File: src/rtl/midisynth_pkg.sv
`default_nettype none
// ============================================================================
//  Module      : midisynth_pkg
//  Description : Shared constants, parser state enum and pitch-table helper
//                for the MIDI note controller.
//  Revision    : 1.0 - initial release
// ============================================================================
package midisynth_pkg;

  // Channel-voice status nibbles (upper four bits of a status byte)
  localparam logic [3:0] NOTE_OFF   = 4'h8;
  localparam logic [3:0] NOTE_ON    = 4'h9;
  localparam logic [3:0] POLY_AT    = 4'hA;
  localparam logic [3:0] CTRL_CHG   = 4'hB;
  localparam logic [3:0] PROG_CHG   = 4'hC;
  localparam logic [3:0] CHAN_AT    = 4'hD;
  localparam logic [3:0] PITCH_BEND = 4'hE;

  // Bytes at or above these values are system-common / real-time
  localparam logic [7:0] SYS_COMMON_MIN = 8'hF0;
  localparam logic [7:0] REALTIME_MIN   = 8'hF8;

  typedef enum logic [1:0] {
    ST_IDLE  = 2'd0,
    ST_DATA1 = 2'd1,
    ST_DATA2 = 2'd2,
    ST_SKIP  = 2'd3
  } parser_state_e;

  // Program change and channel aftertouch carry a single data byte
  function automatic logic one_data_byte(input logic [3:0] kind);
    return (kind == PROG_CHG) || (kind == CHAN_AT);
  endfunction

  // Phase increment of semitone k in the top octave (notes 120..131),
  // rounded to nearest; lower octaves are derived by right shifts.
  function automatic logic [31:0] pitch_entry(input int k, input int unsigned clk_hz);
    real freq;
    real inc;
    freq = 440.0 * (2.0 ** (real'(51 + k) / 12.0));
    inc  = freq * 4294967296.0 / real'(clk_hz);
    return $rtoi(inc + 0.5);
  endfunction

endpackage
`default_nettype wire

File: src/rtl/midi_pitch_rom.sv
`default_nettype none
// ============================================================================
//  Module      : midi_pitch_rom
//  Description : MIDI note number to DDS phase increment. Twelve-entry
//                top-octave table, shifted right by octave, registered.
//  Revision    : 1.0 - initial release
// ============================================================================
module midi_pitch_rom
  import midisynth_pkg::*;
#(
  parameter int unsigned CLK_HZ = 50_000_000
) (
  input  logic        clk,
  input  logic        reset,
  input  logic        load_i,
  input  logic [6:0]  note_i,
  output logic [31:0] delta_phase_o
);

  logic [31:0] w_table [12];
  logic [31:0] w_entry;
  logic [6:0]  w_octave;
  logic [6:0]  w_semitone;
  logic [6:0]  w_shift;
  logic [31:0] delta_q;

  for (genvar k = 0; k < 12; k++) begin : g_table
    localparam logic [31:0] ENTRY = pitch_entry(k, CLK_HZ);
    assign w_table[k] = ENTRY;
  end

  assign w_octave   = note_i / 7'd12;
  assign w_semitone = note_i % 7'd12;
  assign w_shift    = 7'd10 - w_octave;

  // Select the table entry for the semitone within the octave
  always_comb begin
    w_entry = w_table[0];
    for (int k = 1; k < 12; k++) begin
      if (w_semitone == 7'(k)) w_entry = w_table[k];
    end
  end

  // Register the increment only when a new pitch is loaded; hold otherwise
  always_ff @(posedge clk) begin
    if (!reset) begin
      delta_q <= '0;
    end else if (load_i) begin
      delta_q <= w_entry >> w_shift;
    end
  end

  assign delta_phase_o = delta_q;

endmodule
`default_nettype wire

File: src/rtl/midi_note_ctrl.sv
`default_nettype none
// ============================================================================
//  Module      : midi_note_ctrl
//  Description : Monophonic MIDI channel-voice decoder driving one DDS/ADSR
//                voice (gate, note, velocity, phase increment).
//                Last-note priority; note-off only releases the sounding note.
//                Optional macro MIDI_RUNNING_STATUS_EN keeps the status byte
//                after each completed message (running status).
//  Revision    : 1.0 - initial release
// ============================================================================
module midi_note_ctrl
  import midisynth_pkg::*;
#(
  parameter int unsigned CLK_HZ       = 50_000_000,
  parameter logic [3:0]  MIDI_CHANNEL = 4'd0
) (
  input  logic        clk,
  input  logic        reset,
  input  logic [7:0]  rx_data,
  input  logic        rx_valid,
  output logic        key_state,
  output logic [6:0]  note,
  output logic [6:0]  velocity,
  output logic [31:0] delta_phase,
  output logic        note_event
);

`ifdef MIDI_RUNNING_STATUS_EN
  localparam parser_state_e AFTER_MSG = ST_DATA1;
`else
  localparam parser_state_e AFTER_MSG = ST_IDLE;
`endif

  parser_state_e state_q;
  logic [7:0]    status_q;
  logic [6:0]    d1_q;
  logic          msg_valid_q;
  logic [3:0]    msg_kind_q;
  logic [3:0]    msg_chan_q;
  logic [6:0]    msg_d1_q;
  logic [6:0]    msg_d2_q;

  logic          key_q;
  logic [6:0]    note_q;
  logic [6:0]    velocity_q;
  logic          event_q;

  logic          w_for_us;
  logic          w_note_on;
  logic          w_note_off;

  // Byte parser: assembles channel messages, emits one registered message strobe
  always_ff @(posedge clk) begin
    if (!reset) begin
      state_q     <= ST_IDLE;
      status_q    <= '0;
      d1_q        <= '0;
      msg_valid_q <= 1'b0;
      msg_kind_q  <= '0;
      msg_chan_q  <= '0;
      msg_d1_q    <= '0;
      msg_d2_q    <= '0;
    end else begin
      msg_valid_q <= 1'b0;
      if (rx_valid) begin
        if (rx_data >= REALTIME_MIN) begin
          // real-time bytes are transparent to the parser
        end else if (rx_data >= SYS_COMMON_MIN) begin
          status_q <= '0;
          state_q  <= ST_SKIP;
        end else if (rx_data[7]) begin
          status_q <= rx_data;
          state_q  <= ST_DATA1;
        end else begin
          case (state_q)
            ST_DATA1: begin
              d1_q <= rx_data[6:0];
              if (one_data_byte(status_q[7:4])) begin
                msg_valid_q <= 1'b1;
                msg_kind_q  <= status_q[7:4];
                msg_chan_q  <= status_q[3:0];
                msg_d1_q    <= rx_data[6:0];
                msg_d2_q    <= '0;
                state_q     <= AFTER_MSG;
              end else begin
                state_q <= ST_DATA2;
              end
            end
            ST_DATA2: begin
              msg_valid_q <= 1'b1;
              msg_kind_q  <= status_q[7:4];
              msg_chan_q  <= status_q[3:0];
              msg_d1_q    <= d1_q;
              msg_d2_q    <= rx_data[6:0];
              state_q     <= AFTER_MSG;
            end
            default: begin
              // data in IDLE or SKIP has no status to attach to
            end
          endcase
        end
      end
    end
  end

  assign w_for_us   = msg_valid_q && (msg_chan_q == MIDI_CHANNEL);
  assign w_note_on  = w_for_us && (msg_kind_q == NOTE_ON) && (msg_d2_q != 7'd0);
  assign w_note_off = w_for_us &&
                      ((msg_kind_q == NOTE_OFF) ||
                       ((msg_kind_q == NOTE_ON) && (msg_d2_q == 7'd0)));

  // Voice state: note-on always wins, note-off releases only the sounding note
  always_ff @(posedge clk) begin
    if (!reset) begin
      key_q      <= 1'b0;
      note_q     <= '0;
      velocity_q <= '0;
      event_q    <= 1'b0;
    end else begin
      event_q <= 1'b0;
      if (w_note_on) begin
        key_q      <= 1'b1;
        note_q     <= msg_d1_q;
        velocity_q <= msg_d2_q;
        event_q    <= 1'b1;
      end else if (w_note_off && key_q && (msg_d1_q == note_q)) begin
        key_q   <= 1'b0;
        event_q <= 1'b1;
      end
    end
  end

  // Pitch register updates on the same edge as note/gate
  midi_pitch_rom #(
    .CLK_HZ (CLK_HZ)
  ) u_pitch_rom (
    .clk           (clk),
    .reset         (reset),
    .load_i        (w_note_on),
    .note_i        (msg_d1_q),
    .delta_phase_o (delta_phase)
  );

  assign key_state  = key_q;
  assign note       = note_q;
  assign velocity   = velocity_q;
  assign note_event = event_q;

endmodule
`default_nettype wire

File: config.mk
export PLATFORM = sky130hd
export DESIGN_NAME = midi_note_ctrl
export DESIGN_NICKNAME = d
export VERILOG_FILES = /design/src/rtl/midisynth_pkg.sv /design/src/rtl/midi_pitch_rom.sv /design/src/rtl/midi_note_ctrl.sv
export SDC_FILE = /design/constraint.sdc
export NUM_CORES = 1
export LEC_CHECK = 0
export ABC_AREA = 1
export ABC_CLOCK_PERIOD_IN_PS = 6200
export CORE_MARGIN = 1
export CORE_UTILIZATION = 37
export CTS_CLUSTER_DIAMETER = 30
export DETAILED_ROUTE_END_ITERATION = 6
export PLACE_DENSITY_LB_ADDON = 0.1
export REMOVE_ABC_BUFFERS = 1
export SYNTH_ARGS = -nofsm -noshare
export SYNTH_HDL_FRONTEND = slang
export SYNTH_SLANG_ARGS = --single-unit
File: constraint.sdc
create_clock -name clk -period 6.2 [get_ports clk]
set_clock_uncertainty 0.1 [all_clocks]
set_input_delay 1.24 -clock clk [delete_from_list [all_inputs] [get_ports clk]]
set_output_delay 1.24 -clock clk [all_outputs]
set_load 0.01 [all_outputs]
==> flow_summary.json <==
{
  "min_period_over_period": 0.698,
  "yosys-top-cells-count": "141 x nand2_1, 122 x nand3_1, 77 x dfxtp_1, 64 x a21oi_1, 58 x nor2_1",
  "yosys.area.top_type": "dfxtp_1",
  "synth-simple-area-share": 0.386,
  "failed_checks": "DRC",
  "die_h_um": 112,
  "numCtsBuffers": 9,
  "crit_required_ps": 6310,
  "totalWireLength_um": 12500,
  "avgRoutedWirePerCell_um": 14.6,
  "track_usage": 0.209,
  "globalRouteOverflowTotal": 0,
  "critical-path-top-delay-family": "buffers and inverters",
  "grt_pass1_wl_um": 20800,
  "worst_path_largest_cell_delay_ps": 580,
  "yosys_warnings": 0,
  "grt_max_degree": 40,
  "synth-xor-area-share": 0.00196,
  "crit_chain": "clkdlybuf4s50_1 -> inv_1 -> nor4_1 -> clkinv_1 -> o21ai_0 -> nor2_1 -> nand2_1 -> inv_1 -> o21ai_0 -> a31oi_1",
  "final_nets": 721,
  "pwr-share-seq": 0.375,
  "async_reset_ff_frac": 0,
  "start_util": 0.386,
  "first_pass_iters": 7,
  "drive_gt1_frac": 0.0688,
  "ctsResizeCount": 0,
  "hp-class": "flop to flop",
  "final-setup-viol-count": 0,
  "outcome": "finished, violations left",
  "synthMuxAreaShare": 0,
  "fmax_ghz": 0.231,
  "hp-start": "u_pitch_rom.delta_phase_o[1]",
  "finalHoldViolCount": 0,
  "worst_path_max_delay_cell": "nand2_1",
  "cellPowerDensity_nw_per_um2": 262,
  "synth_most_common_cell": "nand2_1",
  "worstPathArrival_ps": 4440,
  "reg2reg_to": "u_pitch_rom.delta_phase_o[2]",
  "crit_fanout": 28,
  "ant_nets": 0,
  "cts_tree": "built",
  "avgSynthCellArea_um2": 6.53,
  "peakVddDrop_mv": 0.163,
  "io_pins": 59,
  "critPathKind": "input port to flop",
  "vias": 4571,
  "combinationalPowerShare": 0.231,
  "num_antenna_cells": 0,
  "tightest_slew_ps": 760,
  "antenna_found_initial": 0,
  "cts.reportedPaths.clkPinSlew_ps": 70,
  "worst_setup_path_end_kind": "flop",
  "synth_edf_count": 0,
  "drt_iter0_drc": 181,
  "synth_compound_area_frac": 0.161,
  "syn2layout_area_growth_pct": 17.7,
  "internal_power_mw": 0.922,
  "p_switching_mw": 0.452,
  "synth_cell_types": 43,
  "core_um2": 11600,
  "die_x_um": 112,
  "max-clock-path-buffers": 2,
  "synth_fa_ha_area_frac": 0.00841,
  "syn_area_um2": 4460,
  "grt_pass1_vias": 4377,
  "synth_cells": 683,
  "port_buffers": 47,
  "placementRows": 39,
  "min_path_cells": 2,
  "cap_violations": 0,
  "cts_root_buf": "clkbuf_16",
  "max_slew_margin": 0.492,
  "vias_per_cell": 5.35,
  "hold_path_end": "u_pitch_rom.delta_phase_o[1]",
  "rr_startpoint": "msg_d1_q[5]",
  "cts-hold-fix-buffers": 0,
  "ys.flop_type": "dfxtp_1",
  "finalCriticalPeriod_ps": 4330,
  "clk_latency_ps": 350,
  "postCtsSetupRepairBufs": 0,
  "drc": 4,
  "synth_top_family_by_area": "simple AND/OR/NAND/NOR gates",
  "r2r_setup_slack_ps": 2280,
  "cts_sinks": 77,
  "hpwl_um": 9030,
  "p_leak_nw": 2.10,
  "finalMaxSlewViolations": 0,
  "ys_ff_latch": 77,
  "p_clk_frac": 0.394,
  "routabilityCongestion": 0.900,
  "cts.htree.levels": 3,
  "critical_path_buf_inv_count": 4,
  "die-area_um2": 12500,
  "crit_path_start_kind": "input port",
  "ys_top_cells_by_area": "dfxtp_1 35%, nand3_1 14%, nand2_1 12%",
  "synth_top_cell_area_share": 0.345,
  "p_sw_frac": 0.329,
  "reg2regPathDepth": 20,
  "final.setup.tns_ps": 0,
  "ys_seq_area_frac": 0.345,
  "rsz0062_at_grt": "false",
  "power_mw": 1.37
}
==> stage by stage <==
stage,util,area [µm²],hold WS [ps],worst slack [ps],std cells
detailed placement,0.428,4950,354,1540,839
finish,0.454,5250,363,1870,855
global placement,0.428,4950,350,1710,839
floorplan,-,4270,342,2730,644
global route,0.454,5250,386,1460,855
CTS,0.454,5250,365,1910,855
==> state kept, by name, summed over array words and instances, names as in the netlist, 2 cells and up <==
name                       count
u_pitch_rom.delta_phase_o     21
status_q                       8
d1_q                           7
msg_d1_q                       7
msg_d2_q                       7
note                           7
velocity                       7
msg_chan_q                     4
msg_kind_q                     4
state_q                        2
==> cell type report <==
| cell class | count | area [µm²] |
|---|---|---|
| fillers | 1261 | 6310 |
| multi-input cells | 516 | 2530 |
| flip-flops and latches | 77 | 1540 |
| repair buffers | 52 | 508 |
| clock buffers | 10 | 229 |
| inverters | 51 | 194 |
| well taps | 143 | 179 |
| clock inverters | 6 | 71.3 |
==> worst max-delay path by stage <==
stage                        to  cells after the start       start
floorplan           msg_d1_q[0]                      9  rx_data[4]
global placement    msg_d1_q[0]                     10  rx_data[4]
detailed placement  msg_d1_q[0]                     10  rx_data[4]
CTS                 msg_d1_q[0]                     10  rx_data[4]
global route        msg_d1_q[0]                     10  rx_data[4]
finish              msg_d1_q[0]                     10  rx_data[4]
==> power by group through the flow <==
stage,Clock [mW],Sequential (mW),Combinational (mW)
finish,0.541,0.515,0.318
global route,0.577,0.517,0.360
CTS,0.555,0.515,0.316
detailed placement,0,0.526,0.315
global placement,0,0.526,0.315
floorplan,0,0.523,0.238
==> cell families (layout without fill, tap and decap cells) <==
group           Yosys count  count (layout)
compound gates          134             134
buf+inv                 100             119
simple gates            367             367
xor+xnor                  1               1
fa+ha+maj                 3               3
other cells               1              11
flops                    77              77
==> routing by layer <==
layer	vias up	wire length (µm)	track usage
met5	-	0	0
met3	22	469	0.0365
met1	2120	5460	0.238
met4	0	322	0.0964
met2	103	6220	0.378
li1	2326	-	-
==> placed cells by master (no fill, tap or decap), drive strengths merged <==
master / count
nor4: 4
xor2: 1
o211ai: 2
o21a: 1
a31oi: 4
clkinvlp: 1
a2111oi: 1
bufinv: 1
nor3: 3
conb: 11
clkinv: 5
a22oi: 1
or3: 1
o22ai: 3
nand3b: 1
dfxtp: 77
nand3: 126
a21oi: 65
o21ai: 54
buf: 5
ha: 3
and2: 1
a211oi: 2
clkdlybuf4s50: 47
nand2: 153
o21bai: 1
nor2: 62
inv: 50
clkbuf: 10
nand4: 16
==> tightest hold or removal path, stage by stage (launching register included) <==
cell and delay, ps:
dfxtp_1 310, nand2_1 60, a21oi_1 50
(Power assumes the default switching activity.)
